## config.mk

```make
export PLATFORM = sky130hd
export DESIGN_NAME = latsnq_arc_exerciser
export DESIGN_NICKNAME = d
export VERILOG_FILES = /design/src/rtl/latsnq_exer_pkg.sv /design/src/rtl/latsnq_exer_sync2.sv /design/src/rtl/latsnq_arc_exerciser.sv
export SDC_FILE = /design/constraint.sdc
export NUM_CORES = 1
export LEC_CHECK = 0
export CORE_MARGIN = 4
export CORE_UTILIZATION = 40
export CTS_CLUSTER_SIZE = 25
export DETAILED_ROUTE_END_ITERATION = 10
export PLACE_DENSITY_LB_ADDON = 0.15
export SETUP_SLACK_MARGIN = 0.05
export SLEW_MARGIN = 20
export SYNTH_ARGS = -nofsm -noshare
export SYNTH_HDL_FRONTEND = slang
export SYNTH_HIERARCHICAL = 1
export SYNTH_SLANG_ARGS = --single-unit
```

## constraint.sdc

```tcl
create_clock -name CLK -period 3 [get_ports CLK]
set_input_delay 0.75 -clock CLK [delete_from_list [all_inputs] [get_ports CLK]]
set_output_delay 0.75 -clock CLK [all_outputs]
set_load 0.03 [all_outputs]
```

## src/rtl/latsnq_exer_pkg.sv

```systemverilog
// Shared types and the characterisation vector table for the active-low-set
// D latch exerciser.
package latsnq_exer_pkg;

   localparam int NUM_VEC  = 6;
   localparam int SYNC_CYC = 3;

   typedef enum logic [2:0] {
      ST_IDLE,
      ST_APPLY,
      ST_PULSE,
      ST_HOLD,
      ST_SETTLE,
      ST_SETTLE_IN,
      ST_SAMPLE,
      ST_DONE
   } state_e;

   typedef enum logic [1:0] {
      PS_NONE,
      PS_E,
      PS_SETN
   } pulse_sel_e;

   typedef struct packed {
      logic       d;
      pulse_sel_e pulse_sel;
      logic       e_bg;
      logic       sample_in_pulse;
      logic       exp_q;
   } vec_t;

   // Fields: d, pulse target, background E, sample during pulse, expected Q.
   function automatic vec_t get_vec(input logic [2:0] idx);
      vec_t v;
      v = '{1'b0, PS_NONE, 1'b0, 1'b0, 1'b0};
      case (idx)
         3'd0:    v = '{1'b0, PS_SETN, 1'b0, 1'b0, 1'b1};
         3'd1:    v = '{1'b0, PS_E,    1'b0, 1'b0, 1'b0};
         3'd2:    v = '{1'b1, PS_NONE, 1'b0, 1'b0, 1'b0};
         3'd3:    v = '{1'b1, PS_E,    1'b0, 1'b0, 1'b1};
         3'd4:    v = '{1'b0, PS_E,    1'b0, 1'b1, 1'b0};
         3'd5:    v = '{1'b0, PS_SETN, 1'b1, 1'b0, 1'b1};
         default: v = '{1'b0, PS_NONE, 1'b0, 1'b0, 1'b0};
      endcase
      return v;
   endfunction

endpackage

```

## src/rtl/latsnq_exer_sync2.sv

```systemverilog
// Two-flop synchroniser bringing the latch Q output into the CLK domain.
module latsnq_exer_sync2
   import latsnq_exer_pkg::*;
(
   input  logic clk,
   input  logic rst,
   input  logic d,
   output logic q
);

   logic meta_d, meta_q;
   logic sync_d, sync_q;

   always_comb begin
      meta_d = d;
      sync_d = meta_q;
   end

   always_ff @(posedge clk) begin
      if (rst) begin
         meta_q <= 1'b0;
         sync_q <= 1'b0;
      end else begin
         meta_q <= meta_d;
         sync_q <= sync_d;
      end
   end

   assign q = sync_q;

endmodule

```

## src/rtl/latsnq_arc_exerciser.sv

```systemverilog
// Stimulus/check engine: walks the vector table through the latch, samples the
// synchronised Q and accumulates a saturating mismatch count.
module latsnq_arc_exerciser
   import latsnq_exer_pkg::*;
#(
   parameter int SETUP_CYC = 2,
   parameter int PULSE_CYC = 2,
   parameter int HOLD_CYC  = 2,
   parameter int LOOPS     = 1,
   parameter int ERRW      = 8
) (
   input  logic            CLK,
   input  logic            RST,
   input  logic            START,
   input  logic            Q_IN,
   output logic            E,
   output logic            D,
   output logic            SETN,
   output logic            BUSY,
   output logic            DONE,
   output logic            PASS,
   output logic [ERRW-1:0] ERR_CNT,
   output logic [2:0]      VEC_IDX
);

   localparam logic [3:0] SETUP_LD = 4'(SETUP_CYC - 1);
   localparam logic [3:0] PULSE_LD = 4'(PULSE_CYC - 1);
   localparam logic [3:0] HOLD_LD  = 4'(HOLD_CYC - 1);
   localparam logic [3:0] SYNC_LD  = 4'(SYNC_CYC - 1);
   localparam logic [7:0] LOOP_LAST = 8'(LOOPS - 1);
   localparam logic [2:0] VEC_LAST  = 3'(NUM_VEC - 1);

   state_e          state_d, state_q;
   logic [3:0]      phase_d, phase_q;
   logic [7:0]      loop_d, loop_q;
   logic [2:0]      vec_d, vec_q;
   logic [ERRW-1:0] err_d, err_q;
   logic            e_d, e_q, d_d, d_q, setn_d, setn_q;
   logic            busy_d, busy_q, done_d, done_q, pass_d, pass_q;
   logic            q_sync;
   vec_t            vc, vn;

   latsnq_exer_sync2 u_sync (
      .clk (CLK),
      .rst (RST),
      .d   (Q_IN),
      .q   (q_sync)
   );

   always_comb begin
      state_d = state_q;
      phase_d = phase_q;
      loop_d  = loop_q;
      vec_d   = vec_q;
      err_d   = err_q;
      done_d  = done_q;
      pass_d  = pass_q;
      vc      = get_vec(vec_q);

      case (state_q)
         ST_IDLE, ST_DONE: begin
            if (START) begin
               state_d = ST_APPLY;
               phase_d = SETUP_LD;
               loop_d  = '0;
               vec_d   = '0;
               err_d   = '0;
               done_d  = 1'b0;
               pass_d  = 1'b0;
            end
         end
         ST_APPLY: begin
            if (phase_q == 4'd0) begin
               state_d = ST_PULSE;
               phase_d = PULSE_LD;
            end else begin
               phase_d = phase_q - 4'd1;
            end
         end
         ST_PULSE: begin
            if (phase_q == 4'd0) begin
               state_d = vc.sample_in_pulse ? ST_SETTLE_IN : ST_HOLD;
               phase_d = vc.sample_in_pulse ? SYNC_LD : HOLD_LD;
            end else begin
               phase_d = phase_q - 4'd1;
            end
         end
         ST_HOLD: begin
            if (phase_q == 4'd0) begin
               state_d = ST_SETTLE;
               phase_d = SYNC_LD;
            end else begin
               phase_d = phase_q - 4'd1;
            end
         end
         ST_SETTLE, ST_SETTLE_IN: begin
            if (phase_q == 4'd0) begin
               state_d = ST_SAMPLE;
            end else begin
               phase_d = phase_q - 4'd1;
            end
         end
         ST_SAMPLE: begin
            if ((q_sync != vc.exp_q) && (err_q != {ERRW{1'b1}})) begin
               err_d = err_q + ERRW'(1);
            end
            phase_d = SETUP_LD;
            if (vec_q < VEC_LAST) begin
               vec_d   = vec_q + 3'd1;
               state_d = ST_APPLY;
            end else if (loop_q < LOOP_LAST) begin
               loop_d  = loop_q + 8'd1;
               vec_d   = '0;
               state_d = ST_APPLY;
            end else begin
               state_d = ST_DONE;
               done_d  = 1'b1;
               pass_d  = (err_d == '0);
            end
         end
         default: state_d = ST_IDLE;
      endcase

      // Pin drive is a function of the next state so E/D/SETN come straight from flops.
      vn     = get_vec(vec_d);
      e_d    = 1'b0;
      d_d    = d_q;
      setn_d = 1'b1;
      case (state_d)
         ST_APPLY: begin
            d_d = vn.d;
            // Background E rises one cycle into APPLY, so E always falls after
            // a sampled pulse and is already high before a set-dominance SETN pulse.
            e_d = vn.e_bg & (state_q == ST_APPLY);
         end
         ST_PULSE: begin
            d_d    = vn.d;
            e_d    = vn.e_bg | (vn.pulse_sel == PS_E);
            setn_d = (vn.pulse_sel != PS_SETN);
         end
         ST_HOLD, ST_SETTLE: d_d = vn.d;
         ST_SETTLE_IN: begin
            d_d = vn.d;
            e_d = 1'b1;
         end
         ST_SAMPLE: begin
            d_d = vn.d;
            e_d = vn.sample_in_pulse;
         end
         default: ;
      endcase

      busy_d = (state_d != ST_IDLE) && (state_d != ST_DONE);
   end

   always_ff @(posedge CLK) begin
      if (RST) begin
         state_q <= ST_IDLE;
         phase_q <= '0;
         loop_q  <= '0;
         vec_q   <= '0;
         err_q   <= '0;
         e_q     <= 1'b0;
         d_q     <= 1'b0;
         setn_q  <= 1'b1;
         busy_q  <= 1'b0;
         done_q  <= 1'b0;
         pass_q  <= 1'b0;
      end else begin
         state_q <= state_d;
         phase_q <= phase_d;
         loop_q  <= loop_d;
         vec_q   <= vec_d;
         err_q   <= err_d;
         e_q     <= e_d;
         d_q     <= d_d;
         setn_q  <= setn_d;
         busy_q  <= busy_d;
         done_q  <= done_d;
         pass_q  <= pass_d;
      end
   end

   assign E       = e_q;
   assign D       = d_q;
   assign SETN    = setn_q;
   assign BUSY    = busy_q;
   assign DONE    = done_q;
   assign PASS    = pass_q;
   assign ERR_CNT = err_q;
   assign VEC_IDX = vec_q;

endmodule

```

Word-level counts from Yosys, hierarchy flattened
Cells that the tools add are included.
{"block": "word_totals", "register_bits": 34, "inputBits": 4, "out_inout_bits": 17}
{"block": "op_classes", "n_addsub": 4, "magnitude_cmp": 2, "n_eq_ne": 33, "mux": 37, "bitwise": 3, "n_reduce_logical": 17}
{"cell": "8-bit 2-to-1 mux", "n": 5}
{"cell": "6-bit one-hot mux with 6 select lines", "n": 1}
{"cell": "3-bit == test, second input constant", "n": 11}
{"cell": "3-bit 2-to-1 mux", "n": 11}
{"cell": "8-bit one-hot mux with 2 select lines", "n": 2}
{"cell": "3-bit by 2-bit == test with 1-bit output, second input constant", "n": 8}
{"cell": "4-bit one-hot mux with 6 select lines", "n": 1}
{"cell": "4-bit 2-to-1 mux", "n": 5}
{"cell": "3-bit one-hot mux with 6 select lines", "n": 1}
{"cell": "8-bit by 1-bit adder with 8-bit output, second input constant", "n": 2}
{"cell": "3-bit by 1-bit == test with 1-bit output, second input constant", "n": 4}
{"cell": "2-bit inequality test, second input constant", "n": 6}
{"cell": "2-bit one-hot mux with 6 select lines", "n": 1}
{"cell": "3-bit zero test", "n": 3}
{"cell": "8-bit zero test", "n": 1}
{"cell": "8-bit by 1-bit less-than comparator with 1-bit output, second input constant", "n": 1}
{"cell": "8-bit inequality test, second input constant", "n": 1}
{"cell": "4-bit AND reduction", "n": 2}
{"cell": "3-bit one-hot mux with 2 select lines", "n": 1}
{"cell": "2-bit OR reduction", "n": 3}
{"cell": "6-bit OR reduction", "n": 1}
{"cell": "1-bit 2-to-1 mux", "n": 5}
{"cell": "4-bit zero test", "n": 1}
{"cell": "1-bit one-hot mux with 2 select lines", "n": 2}
{"cell": "15 further kinds", "n": 17}

Logic depth before layout (Yosys ltp)
Gate-level depths: netlist (run 1).
{"block": "depth", "depth_word": 10, "mapped_depth": 9, "depth_no_buf": 8}

Cells and area by module
The synthesis (run 1) kept the hierarchy.
{"module": "latsnq_arc_exerciser", "n_inst": 1, "cells_per_inst": 219, "area_each_um2": 1647.8, "seq_area_each_um2": 480.5}
{"module": "latsnq_exer_sync2", "n_inst": 1, "cells_per_inst": 4, "area_each_um2": 52.6, "seq_area_each_um2": 40.0}

Least setup slack after synthesis (run 1)
OpenSTA, ideal clock, no wires.
{"block": "synth_timing", "path_type": "register -> register", "start": "register vec_q[0] (netlist: VEC_IDX[0])", "end": "register pass_q (netlist: PASS)", "setup_ps": 67, "arrival_time_ps": 2523, "setup_slack_ps": 410, "stages_incl_launch_ff": 10, "path_buffers": 1, "synth_period_minus_slack_ps": 2590, "cell_sequence": "dfxtp_1 > inv_1 > ha_1 > mux2_4 > or3_4 > and3_1 > buf_6 > or3_1 > a211o_1 > o21ai_2"}
{"block": "synth_between", "elab_chain_len": 10, "word_cells_on_any_way": 18, "cone_classes": "order compare (1); eq/ne (7); mux (6); reduce/logical (4)"}
{"item": "start: declaration", "line_no": "latsnq_arc_exerciser.sv:36", "rtl": "logic [2:0] vec_d, vec_q;"}
{"item": "start signal: assignment", "line_no": "latsnq_arc_exerciser.sv:173", "rtl": "vec_q <= vec_d;"}
{"item": "3-bit == test (tied with other cells)", "line_no": "latsnq_exer_pkg.sv:37", "rtl": "case (idx)"}
{"item": "2-bit one-hot mux with 6 select lines", "line_no": "latsnq_exer_pkg.sv:37"}
{"item": "1-bit inequality test", "line_no": "latsnq_arc_exerciser.sv:104", "rtl": "if ((q_sync != vc.exp_q) && (err_q != {ERRW{1'b1}})) begin"}
{"item": "1-bit logical AND", "line_no": "latsnq_arc_exerciser.sv:104"}
{"item": "8-bit 2-to-1 mux", "line_no": "latsnq_arc_exerciser.sv:104"}
{"item": "8-bit 2-to-1 mux", "line_no": "latsnq_arc_exerciser.sv:60", "rtl": "case (state_q)"}
{"item": "8-bit zero test", "line_no": "latsnq_arc_exerciser.sv:118", "rtl": "pass_d = (err_d == '0);"}
{"item": "1-bit 2-to-1 mux", "line_no": "latsnq_arc_exerciser.sv:111", "rtl": "end else if (loop_q < LOOP_LAST) begin"}
{"item": "1-bit 2-to-1 mux", "line_no": "latsnq_arc_exerciser.sv:108", "rtl": "if (vec_q < VEC_LAST) begin"}
{"item": "1-bit one-hot mux with 2 select lines", "line_no": "latsnq_arc_exerciser.sv:60"}
{"item": "end signal: assignment", "line_no": "latsnq_arc_exerciser.sv:180", "rtl": "pass_q <= pass_d;"}
{"item": "end: declaration", "line_no": "latsnq_arc_exerciser.sv:39", "rtl": "logic busy_d, busy_q, done_d, done_q, pass_d, pass_q;"}
Parallel ways exist; a longest one is shown, timed or not. The select of a mux whose other input is x is not followed.
A chain may end at the register's enable or synchronous reset.

Worst setup path in the final report (run 1)
Same ends and word-level chain as after synthesis.

==> out/metrics.yaml, run 1 <==
status: "complete, no violations"
grt_setup_unrepaired: "false"
dp_slack_ns: 0.3069
start_util_pct: 41.91
syn-instance-count: 223
netlist_area_sq_mm: 0.001700
max_freq_ghz: 0.3889
net-switching-power_mw: 0.3567
pin_count: 21
slew_headroom_pct: 59.86
seq_area_frac_synth_pct: 30.61
avgSynthCellArea_sq_um: 7.625
cts_buffer_depth: 2
switching_share_pct: 35.71
critical_path_required_ns: 3.22
grt_use_total_pct: 15.29
min_from: "u_sync/meta_q"
ff2ff_setup_slack_ns: 0.43
port_buffers: 20
wl_per_cell_microns: 13.63
ff2ff_path_depth: 8
yosys.area_share.adder_pct: 4.415
fin_nets: 249
ys_async_sr_fraction_pct: 0
cp.arrival_ns: 2.79
rr_startpoint: "VEC_IDX[0]"
fin_tns_setup_ns: 0
final_cell_mix: "dfxtp_1, a21oi_1, nor2_1"
globalplace.congestion: 0.8359
hp-class: "reg2reg"
cts_resized: 0
ys_types: 50
critPathLaunchType: "flip-flop"
drive_gt1_share_pct: 5.882
cts.sinks: 26
synthFlopType: "dfxtp_1"
die_x_microns: 73.20
crit_fanout: 9
core_area_sq_mm: 0.004058
finalClockSkew_ns: 0.002743
drtPass1Iterations: 4
cp-end-kind: "flip-flop"
drc: 0
drtAntennaViolNets: 0
rows: 23
layout.cells.most_common: "dfxtp_1"
pwr-share-seq_pct: 42.0
grt_overflow_total: 0
dpl_cell_area_sq_mm: 0.001934
hold_viol: 0
vias: 1642
finalPower_mw: 0.9988
post_synth_xor_area_fraction_pct: 1.545
power_frac_clock_pct: 23.3
setup_viol: 0
synth_top_family_by_area: "simple AND/OR/NAND/NOR gates"
post_cts_buffers: 0
synth_compound_area_share_pct: 25.97
crit_slowest_cell: "dfxtp_1"
synth_nets: 233
wirelength_microns: 3925
worstSkewPairLatency_ns: 0.28
cts-root-buf: "clkbuf_8"
grt_pass1_wl_microns: 6520
drt_iter0_markers: 83
cts_tree: "built"
busiest_layer: "met1"
slew_violations: 0
power-per-cell-area_mw_per_mm2: 502.0
synth-simple-area-share_pct: 29.36
critical_path_class: "reg2reg"
whs_path_depth: 1
yosys_register_bits: 26
p_int_mw: 0.6421
use_met1_pct: 22.60
diodes: 0
hpwl_microns: 2818
peakVddDrop_uv: 355.7
yosysWarnings: 6
synthMuxAreaShare_pct: 2.649
cts_made_buffers: 3
holdPathEnd: "u_sync/q"
cts-htree-levels: 1
drt-vias-per-instance: 5.701
first_global_vias: 1407
min_period_ns: 2.571
grt_antenna_before_repair: 0
comb_power_share_pct: 34.7
finalCritPeriodShare_pct: 85.70
leakagePower_nw: 0.6603
synth_edf_count: 0
die_area_sq_mm: 0.005358
grt_max_degree: 26
clk_pin_slew_ns: 0.09
grtUsageMet3_pct: 2.342
regToRegEndpoint: "PASS"
met2_usage_pct: 22.14
max_cap_violations: 0
fin_ws_ns: 0.4290
final_cell_area_sq_mm: 0.001989
slowest_delay_ns: 0.53
crit_chain: "inv_1, ha_1, mux2_4, or3_4, and3_1, or3_1, a211o_1, o21ai_2"
area_growth_syn_to_layout_pct: 17.00
die_h_microns: 73.20
worst_slew_pin_slew_ns: 0.6013
cts_hold_buf: 0
worst max-delay path, delay by kind of cell (launching register included):
kind / cells / cell delay [ns]
buf+inv: 1 / 0.10
simple gates: 3 / 0.89
fa+ha+maj: 1 / 0.26
mux: 1 / 0.30
flops: 1 / 0.53
compound gates: 2 / 0.43
power groups by stage:
stage / sequential [mW] / combinational, mW / clock (mW)
after floorplan: 0.408 / 0.272 / 0
after global placement: 0.428 / 0.346 / 0
after detailed placement: 0.427 / 0.345 / 0
after CTS: 0.418 / 0.348 / 0.241
after global routing: 0.426 / 0.390 / 0.254
final: 0.420 / 0.347 / 0.232
stage by stage:
step | std cells | hold slack (ns) | util (%)
5_1_grt | 288 | 0.4748 | 49.03
3_5_place_dp | 284 | 0.4278 | 47.67
6_report | 288 | 0.4464 | 49.03
2_1_floorplan | 223 | 0.4138 | -
4_1_cts | 288 | 0.4503 | 49.03
3_3_place_gp | 284 | 0.4189 | 47.67
area by class of cell:
cell class | instances | area (sq um)
clock buffer | 4 | 55.05
fill | 398 | 2068
inverter | 7 | 26.28
multi-input combinational | 176 | 1087
sequential | 26 | 520.5
tap | 50 | 62.56
timing repair buffer | 25 | 237.7
synth_stat cells, types with 2 or more instances:
cell type | instances | area (sq um)
o22ai_1 | 3 | 18.77
ha_1 | 6 | 75.07
and2_1 | 2 | 12.51
dfxtp_1 | 26 | 520.5
o21bai_1 | 2 | 15.01
o21ai_0 | 13 | 65.06
nand4_1 | 3 | 18.77
o21a_1 | 5 | 37.54
xor2_1 | 2 | 17.52
nand3b_1 | 4 | 30.03
a21oi_1 | 25 | 125.1
buf_2 | 5 | 25.02
a211oi_1 | 4 | 30.03
nand4b_1 | 2 | 17.52
nor2b_1 | 4 | 25.02
nor2_1 | 23 | 86.33
clkbuf_1 | 8 | 30.03
nor3b_1 | 2 | 15.01
a31oi_1 | 3 | 18.77
nand2b_1 | 4 | 25.02
inv_1 | 7 | 26.28
nor3_1 | 8 | 40.04
nand2_1 | 20 | 75.07
a41oi_1 | 2 | 17.52
mux2i_1 | 3 | 30.03
and3_1 | 2 | 12.51
o32ai_1 | 2 | 17.52
o221ai_1 | 2 | 17.52
or4_1 | 3 | 22.52
nand3_1 | 4 | 20.02
or3_1 | 3 | 18.77
nor4_1 | 3 | 18.77
state kept, by name, indices dropped and copies added (netlist names):
register       flops
SETN               1
D                  1
BUSY               1
PASS               1
u_sync/q           1
phase_q            4
DONE               1
ERR_CNT            8
state_q            3
E                  1
u_sync/meta_q      1
VEC_IDX            3
layer usage:
| metal | part of all wire [%] | up-vias |
|---|---|---|
| met1 | 53 | 763 |
| met2 | 42 | 23 |
| met3 | 3.1 | 5 |
| met5 | 0 | - |
| li1 | - | 851 |
| met4 | 1.5 | 0 |
cell families (layout without fill, tap and decap cells):
family | count (synthesis) | after routing
AOI/OAI and AO/OA | 70 | 70
DFF | 26 | 26
xor gates and xnor gates | 3 | 3
muxes | 4 | 4
and+or+nand+nor | 93 | 93
buffers and inverters | 21 | 36
adders and majority gates | 6 | 6
how the worst max path moves through the flow:
| stage | slack (ns) | cells past startpoint | start | endpoint |
|---|---|---|---|---|
| after global routing | 0.27 | 8 | VEC_IDX[0] | PASS |
| after detailed placement | 0.31 | 7 | START | E |
| after CTS | 0.42 | 8 | VEC_IDX[0] | PASS |
| after global placement | 0.34 | 7 | START | E |
| final | 0.43 | 8 | VEC_IDX[0] | PASS |
| after floorplan | 0.41 | 9 | VEC_IDX[0] | PASS |
No activity file was read; power rests on OpenSTA's default activity.
==> inputs of run 2 (changes only) <==
--- a/config.mk
+++ b/config.mk
@@ -9,6 +9,7 @@
 export CORE_UTILIZATION = 40
 export CTS_CLUSTER_SIZE = 25
 export DETAILED_ROUTE_END_ITERATION = 10
+export GPL_ROUTABILITY_DRIVEN = 0
 export PLACE_DENSITY_LB_ADDON = 0.15
 export SETUP_SLACK_MARGIN = 0.05
 export SLEW_MARGIN = 20
==> results of run 2 <==
Final layout, timing and power as in run 1 (identical DEF).
